### src/rtl/alu_sequencer.sv
// Command sequencer owning the shared 32-bit ALU.
// Single-cycle ops go through EXEC; MUL is a shift-add loop on the ALU adder.
module alu_sequencer #(
  parameter bit EARLY_EXIT = 1'b0
) (
  input  logic        clk,
  input  logic        reset,
  input  logic        cmd_valid,
  output logic        cmd_ready,
  input  logic [2:0]  cmd_op,
  input  logic [31:0] cmd_a,
  input  logic [31:0] cmd_b,
  output logic        res_valid,
  input  logic        res_ready,
  output logic [31:0] res_data,
  output logic        res_overflow,
  output logic        res_zero,
  output logic        res_negative,
  output logic [31:0] alu_A,
  output logic [31:0] alu_B,
  output logic [2:0]  alu_control,
  input  logic [31:0] alu_out,
  input  logic        alu_overflow,
  input  logic        alu_zero,
  input  logic        alu_negative
);

  localparam logic [2:0] OP_MUL = 3'b000;
  localparam logic [2:0] OP_SLT = 3'b001;
  localparam logic [2:0] OP_ADD = 3'b010;
  localparam logic [2:0] OP_SUB = 3'b011;

  typedef enum logic [1:0] {
    IDLE,
    EXEC,
    MUL,
    DONE
  } state_t;

  state_t      state_q;
  state_t      state_d;
  logic [2:0]  op_q;
  logic [31:0] acc;
  logic [31:0] mcand;
  logic [31:0] mplier;
  logic [4:0]  iter;
  logic [31:0] acc_next;
  logic        mul_last;
  logic        accept;
  logic        cap_en;
  logic        cap_ovf;
  logic [31:0] cap_data;

  // The ALU zero flag is redundant: zero is taken from res_data.
  logic unused_alu_zero;
  assign unused_alu_zero = alu_zero;

  assign cmd_ready = (state_q == IDLE);
  assign res_valid = (state_q == DONE);
  assign accept    = cmd_valid && cmd_ready;

  // In MUL, alu_A mirrors acc and alu_B mirrors mcand.
  assign acc_next = mplier[0] ? alu_out : acc;
  assign mul_last = (iter == 5'd31) ||
                    (EARLY_EXIT && (mplier[31:1] == 31'd0));

  always_ff @(posedge clk or posedge reset) begin
    if (reset) state_q <= IDLE;
    else       state_q <= state_d;
  end

  always_comb begin
    state_d = state_q;
    unique case (state_q)
      IDLE: begin
        if (cmd_valid)
          state_d = (cmd_op == OP_MUL) ? MUL : EXEC;
      end
      EXEC: state_d = DONE;
      MUL:  if (mul_last) state_d = DONE;
      DONE: if (res_ready) state_d = IDLE;
      default: state_d = IDLE;
    endcase
  end

  always_comb begin
    cap_en   = 1'b0;
    cap_ovf  = 1'b0;
    cap_data = acc_next;
    unique case (state_q)
      EXEC: begin
        cap_en   = 1'b1;
        cap_data = alu_out;
        unique case (op_q)
          OP_SLT: cap_data = {31'd0, alu_negative ^ alu_overflow};
          OP_ADD, OP_SUB: cap_ovf = alu_overflow;
          default: ;
        endcase
      end
      MUL: cap_en = mul_last;
      default: ;
    endcase
  end

  always_ff @(posedge clk or posedge reset) begin
    if (reset) begin
      op_q        <= OP_ADD;
      acc         <= '0;
      mcand       <= '0;
      mplier      <= '0;
      iter        <= '0;
      alu_A       <= '0;
      alu_B       <= '0;
      alu_control <= OP_ADD;
    end else if (accept) begin
      op_q <= cmd_op;
      if (cmd_op == OP_MUL) begin
        acc         <= '0;
        mcand       <= cmd_a;
        mplier      <= cmd_b;
        iter        <= '0;
        alu_A       <= '0;
        alu_B       <= cmd_a;
        alu_control <= OP_ADD;
      end else begin
        alu_A       <= cmd_a;
        alu_B       <= cmd_b;
        alu_control <= (cmd_op == OP_SLT) ? OP_SUB : cmd_op;
      end
    end else if (state_q == MUL) begin
      acc    <= acc_next;
      mcand  <= mcand << 1;
      mplier <= mplier >> 1;
      iter   <= iter + 5'd1;
      alu_A  <= acc_next;
      alu_B  <= mcand << 1;
    end
  end

  always_ff @(posedge clk or posedge reset) begin
    if (reset) begin
      res_data     <= '0;
      res_overflow <= 1'b0;
      res_zero     <= 1'b0;
      res_negative <= 1'b0;
    end else if (cap_en) begin
      res_data     <= cap_data;
      res_overflow <= cap_ovf;
      res_zero     <= (cap_data == 32'd0);
      res_negative <= cap_data[31];
    end
  end

endmodule
### config.mk
export PLATFORM = sky130hd
export DESIGN_NAME = alu_sequencer
export DESIGN_NICKNAME = d
export VERILOG_FILES = /design/src/rtl/alu_sequencer.sv
export SDC_FILE = /design/constraint.sdc
export NUM_CORES = 1
export LEC_CHECK = 0
export BUFFER_PORTS_ARGS = -buffer_cell sky130_fd_sc_hd__buf_4
export CORE_MARGIN = 2
export CORE_UTILIZATION = 59
export CTS_CLUSTER_SIZE = 14
export DETAILED_ROUTE_END_ITERATION = 16
export PLACE_DENSITY = 0.86
export SLEW_MARGIN = 30
export SYNTH_ARGS = -nofsm -noshare
export SYNTH_HDL_FRONTEND = slang
export SYNTH_SLANG_ARGS = --single-unit
export TNS_END_PERCENT = 30
### constraint.sdc
create_clock -name clk -period 8.5 [get_ports clk]
set_input_delay 0 -clock clk [delete_from_list [all_inputs] [get_ports clk]]
set_output_delay 0 -clock clk [all_outputs]
set_load 0.05 [all_outputs]
==> impl_metrics.toml, run 1 <==
[floorplan]
rows = 47
ios = 210
initial_utilization_pct = 60.0
die_height_um = 134
core_area_um2 = 16500
fp.dieW_um = 134
die-area_um2 = 17800

[final_layout]
fin_nets = 1461
layout-drive-gt1-share_pct = 19.8
stdcell_count = 1584
nFillCells = 984
syn2layout_area_growth_pct = 35.0
final_util_pct = 81.0
diodes = 0
final_area_um2 = 13400

[critical_path]
r2r_setup_slack_ps = 5240
critPathMaxFanout = 121
critPathCaptureType = "flip-flop"
worst-setup-path-type = "reg2reg"
startpoint = "state_q[1]"
r2r_start = "state_q[1]"
crit_path_start_kind = "flip-flop"
r2r-end = "mcand[22]"
reg2reg_depth = 8
cp.arrival_ps = 3650
critPathRequiredTime_ps = 8890

[clock_network]
cts.clk_slew.worst_paths_ps = 70
cts_setup_buffers = 0
numCtsBuffers = 23
htree_levels = 1
cts.path.max_buffers = 3
cts_tree = "built"
cts_root_buffer = "clkbuf_16"
ctsResizeCount = 0
clk_latency_ps = 510
cts_sinks = 206

[global_route]
gr-total-overflow = 0
grt_max_degree = 122
antenna_found_initial = 0
grt_pass1_wl_um = 49200
grt_pass1_vias = 9259
track_usage_pct = 34.4

[power_and_ir_drop]
power_mw = 6.06
combPwrFrac_pct = 52.2
p_seq_share_pct = 30.0
ir_worst_vdd_v = 0.000276
p_clk_share_pct = 17.8
powerDensity_nw_per_um2 = 453
p_leak_nw = 6.11
swShare_pct = 48.1
p_sw_mw = 2.92
p_int_mw = 3.14

[synthesis]
synth_nets = 1208
yosysWarningCount = 0
seq_area_frac_synth_pct = 52.1
synth_edf_count = 0
synth_cells = 1096
synthArstFlopShare_pct = 100
synth.cell_area_um2 = 9910
synth.avg_cell_area_um2 = 9.04
synth_cell_types = 51
ys.flop_type = "dfrtp_1"
synth-seq-cells = 206

[placement]
portBuffers = 208
dpl.hpwl_um = 17800
dpl_worst_slack_ps = 5260
post_dp_cell_area_um2 = 11500
gp_congestion = 0.906
dp.cells = 1439

[timing]
rsz0062_at_grt = "false"
setup_viol = 0
clock.fmax_ghz = 0.306
hold_ws_ps = 165
skew_ps = 13.2
min_period_ps = 3260
slew_headroom_pct = 33.3
final-hold-violation-count = 0
fin_crit_sh_pct = 38.4
maxSlewViolCount = 0
setup-tns-final_ps = 0
layout_setup_ws_ps = 5240
tightestPinTransition_ps = 1000

[flow_run]
maxCapViolCount = 0

[detailed_routing]
drc = 0
num_vias = 9673
firstDrtPassIters = 6
drtIter0Drc = 1117
final_antenna_net_count = 0
wl_um = 31400
routedWlPerCell_um = 19.8
via_per_inst = 6.11

[worst_hold_path]
hold_end = "res_zero"
hp-class = "in2reg"
hold_depth = 6
hold_start = "alu_negative"

[outcome]
outcome = "complete, no violations"
==> cell type report <==
cell class	count	area [um2]	share of cell area, %
timing repair buffer	320	2680	20.0
multi-input combinational	790	4410	32.9
clock buffer	32	679	5.08
inverter	8	37.5	0.281
clock inverter	8	140	1.05
sequential	206	5160	38.6
tap	220	275	2.06
==> cells by family after synthesis <==
kind of cell               count (synthesis)  synth area share, %
AOI/OAI and AO/OA                        315                 19.5
xor gates and xnor gates                   1               0.0884
adders and majority gates                  6                0.758
buffers and inverters                    100                 4.12
DFF                                      206                 52.1
muxes                                     65                 6.57
and+or+nand+nor                          403                 16.9
==> worst max path at each step <==
stage                          end  slack [ps]
floorplan                   acc[0]        2880
global placement        mplier[22]        5300
detailed placement       mcand[13]        5260
CTS                 alu_control[1]        4980
global route             mcand[22]        5040
finish                   mcand[22]        5240
==> sequential cells by signal, summed over array words and instances, names as in the netlist, 2 cells and up <==
register     flops
acc             32
alu_A           32
alu_B           32
alu_control      3
iter             5
mcand           31
mplier          32
op_q             3
res_data        32
state_q          2
==> Yosys cell counts (all sizes together) (31+ instances only) <==
master	instances	area [um2]
a211oi	31	233
nand2	241	905
mux2i	65	651
a31oi	62	388
dfrtp	204	5100
a21oi	66	330
nor2	102	385
clkbuf	76	285
o21ai	72	360
o22ai	33	206
nor2b	32	200
o31ai	34	255
==> routing by layer <==
layer / wire length (um) / up-vias / track usage, %
li1: - / 4367 / -
met1: 12800 / 4657 / 47.2
met2: 15000 / 558 / 56.5
met4: 1030 / 0 / 11.6
met3: 2580 / 91 / 5.18
met5: 0 / - / 0
==> repair_timing <==
| item | 4_1_cts | 5_1_grt |
|---|---|---|
| hold buffers | 104 | 0 |
| hold endpoints to repair | 312 | 0 |
| endpoints found under the setup margin | 0 | 0 |
==> critical path, stage by stage (launching register included) <==
cell and delay (ps):
dfrtp_1 430, inv_1 90, ha_1 290, nand2_2 360, buf_4 580, nand2_1 310
nand2_8 560, nor2_1 90, a31oi_1 300
==> cells in the final DEF (no fill, tap or decap), types with 7 or more instances in the layout <==
| cell | n |
|---|---|
| a211oi_1 | 31 |
| a21oi_1 | 65 |
| a31oi_1 | 62 |
| buf_4 | 214 |
| clkbuf_16 | 23 |
| clkbuf_8 | 7 |
| dfrtp_1 | 203 |
| dlygate4sd3_1 | 104 |
| inv_1 | 7 |
| mux2i_1 | 65 |
| nand2_1 | 238 |
| nor2_1 | 101 |
| nor2b_1 | 31 |
| o21ai_0 | 71 |
| o22ai_1 | 33 |
| o31ai_1 | 34 |
==> power groups by stage <==
stage	clock network (mW)	logic, mW	registers, mW
after floorplan	0	1.45	2.52
after global placement	0	2.92	1.77
after detailed placement	0	2.99	1.80
after CTS	1.08	3.06	1.79
after global routing	1.13	3.38	1.86
final	1.08	3.16	1.82
No activity file was read; power rests on OpenSTA's default activity.
==> run 2: changes to the inputs <==
- CORE_UTILIZATION: 59 -> 50
- PLACE_DENSITY: 0.86 -> 0.78
- clock period: 8.5 -> 2.7 ns (I/O delays scaled with it)
==> impl_metrics.toml, run 2 (same netlist as run 1, synthesis figures left out) <==
[outcome]
outcome = "complete, no violations"

[critical_path]
crit_path_start_kind = "flip-flop"
critPathMaxFanout = 79
slowest_stage = "dlygate4sd3_1"
path_cells = "inv_1 > ha_1 > and2_4 > buf_6 > nor2_1 > a31oi_1 > dlygate4sd3_1"
critPathCaptureType = "flip-flop"
worst-setup-path-type = "reg2reg"
crit_path_max_incr_delay_ps = 570
cp.arrival_ps = 2940
critical-path-top-delay-family = "buffers and inverters"
crit_buf_inv = 3
critPathRequiredTime_ps = 3140

[timing]
hold_ws_ps = 197
final-hold-violation-count = 0
maxSlewViolCount = 0
layout_setup_ws_ps = 200
rsz0062_at_grt = "false"
skew_ps = 8.13
min_period_ps = 2500
fin_crit_sh_pct = 92.6
tightestPinTransition_ps = 642
setup_viol = 0
setup-tns-final_ps = 0
slew_headroom_pct = 57.1
clock.fmax_ghz = 0.400

[clock_network]
cts.path.max_buffers = 3
cts_root_buffer = "clkbuf_16"
cts_tree = "built"
numCtsBuffers = 23
clk_latency_ps = 500
htree_levels = 1
cts_setup_buffers = 0
cts_sinks = 206
cts.clk_slew.worst_paths_ps = 60

[power_and_ir_drop]
p_leak_nw = 6.17
ir_worst_vdd_v = 0.000808
powerDensity_nw_per_um2 = 1380
power_mw = 18.7

[flow_run]
maxCapViolCount = 0

[final_layout]
layout-drive-gt1-share_pct = 20.4
nFillCells = 1424
syn2layout_area_growth_pct = 36.8
final_common_cell = "nand2_1"
regArea_um2 = 5160
fin_nets = 1480
final_cell_mix = "nand2_1, buf_4, dfrtp_1"
multiInputGateArea_um2 = 4390

[worst_hold_path]
hp-class = "in2reg"

[global_route]
track_usage_pct = 28.5
grt_max_degree = 80
grt_pass1_wl_um = 47400
grt_pass1_vias = 8906
antenna_found_initial = 1
gr-total-overflow = 0

[detailed_routing]
drtIter0Drc = 833
via_per_inst = 5.73
num_vias = 9447
final_antenna_net_count = 0
drc = 0
firstDrtPassIters = 6
wl_um = 30000
routedWlPerCell_um = 18.2

[floorplan]
die_height_um = 145
die-area_um2 = 21000
ios = 210
initial_utilization_pct = 50.9
core_area_um2 = 19500
fp.dieW_um = 145
rows = 51

[placement]
portBuffers = 208
gp_congestion = 0.968
dpl.hpwl_um = 19400
dpl_worst_slack_ps = 413
==> run 2: changes by cell type in the layout (fill, tap and decap cells not counted), moves of 3 or more <==
cell and delta:
clkbuf_1 +6, clkinv_2 -3, buf_4 +13, bufinv_16 -3
buf_12 +6
==> run 2: final cells by class <==
| class | count | share of cell area (%) |
|---|---|---|
| antenna | 1 | 0.0185 |
| clock buffer | 38 | 5.18 |
| clock inverter | 2 | 0.259 |
| inverter | 8 | 0.249 |
| multi-input combinational | 790 | 32.4 |
| sequential | 206 | 38.1 |
| tap | 265 | 2.45 |
| timing repair buffer | 339 | 21.4 |
==> run 2: path summary, 6_finish.rpt <==
path                                startpoint        endpoint  slack (ps)  depth (start not counted)
worst max register to register      state_q[0]  alu_control[1]         200                          7
min in group asynchronous                reset        alu_B[8]         210                          4
max in group asynchronous                reset         op_q[1]        2110                          4
worst max-delay path                state_q[0]  alu_control[1]         200                          7
worst min register to register  alu_control[0]  alu_control[0]         480                          2
worst min-delay path              alu_negative        res_zero         200                          6
==> run 2: tightest hold or removal path, stage by stage <==
cell	delay, ps
buf_4	80
xnor2_1	60
nand2_1	100
o211ai_1	100
o2111ai_1	230
o41ai_2	80
==> run 2: timing repair <==
action | in CTS | in global routing
setup endpoints to repair | 0 | 1
hold endpoints to repair | 394 | 0
resized for setup | 0 | 1
hold buffers | 104 | 0
==> run 2: per-layer routing <==
layer / part of all wire, % / track usage (%)
met1: 44 / 41.6
met2: 45 / 43.6
met3: 8.1 / 5.43
met4: 2.9 / 8.23
met5: 0 / 0
==> run 2: through the flow <==
stage,util (%),std cells,cell area (um2)
2_1_floorplan,-,1096,9910
3_3_place_gp,60.4,1504,11800
3_5_place_dp,60.5,1504,11800
4_1_cts,69.6,1648,13500
5_1_grt,69.6,1649,13600
6_report,69.6,1649,13600
==> run 2: where the power goes <==
group	total, mW	leakage [nW]	switching (mW)	internal, mW
logic	10.0	3.39	6.71	3.33
clock network	3.06	0.361	1.21	1.85
registers	5.59	2.42	0.973	4.62
total	18.7	6.17	8.90	9.80
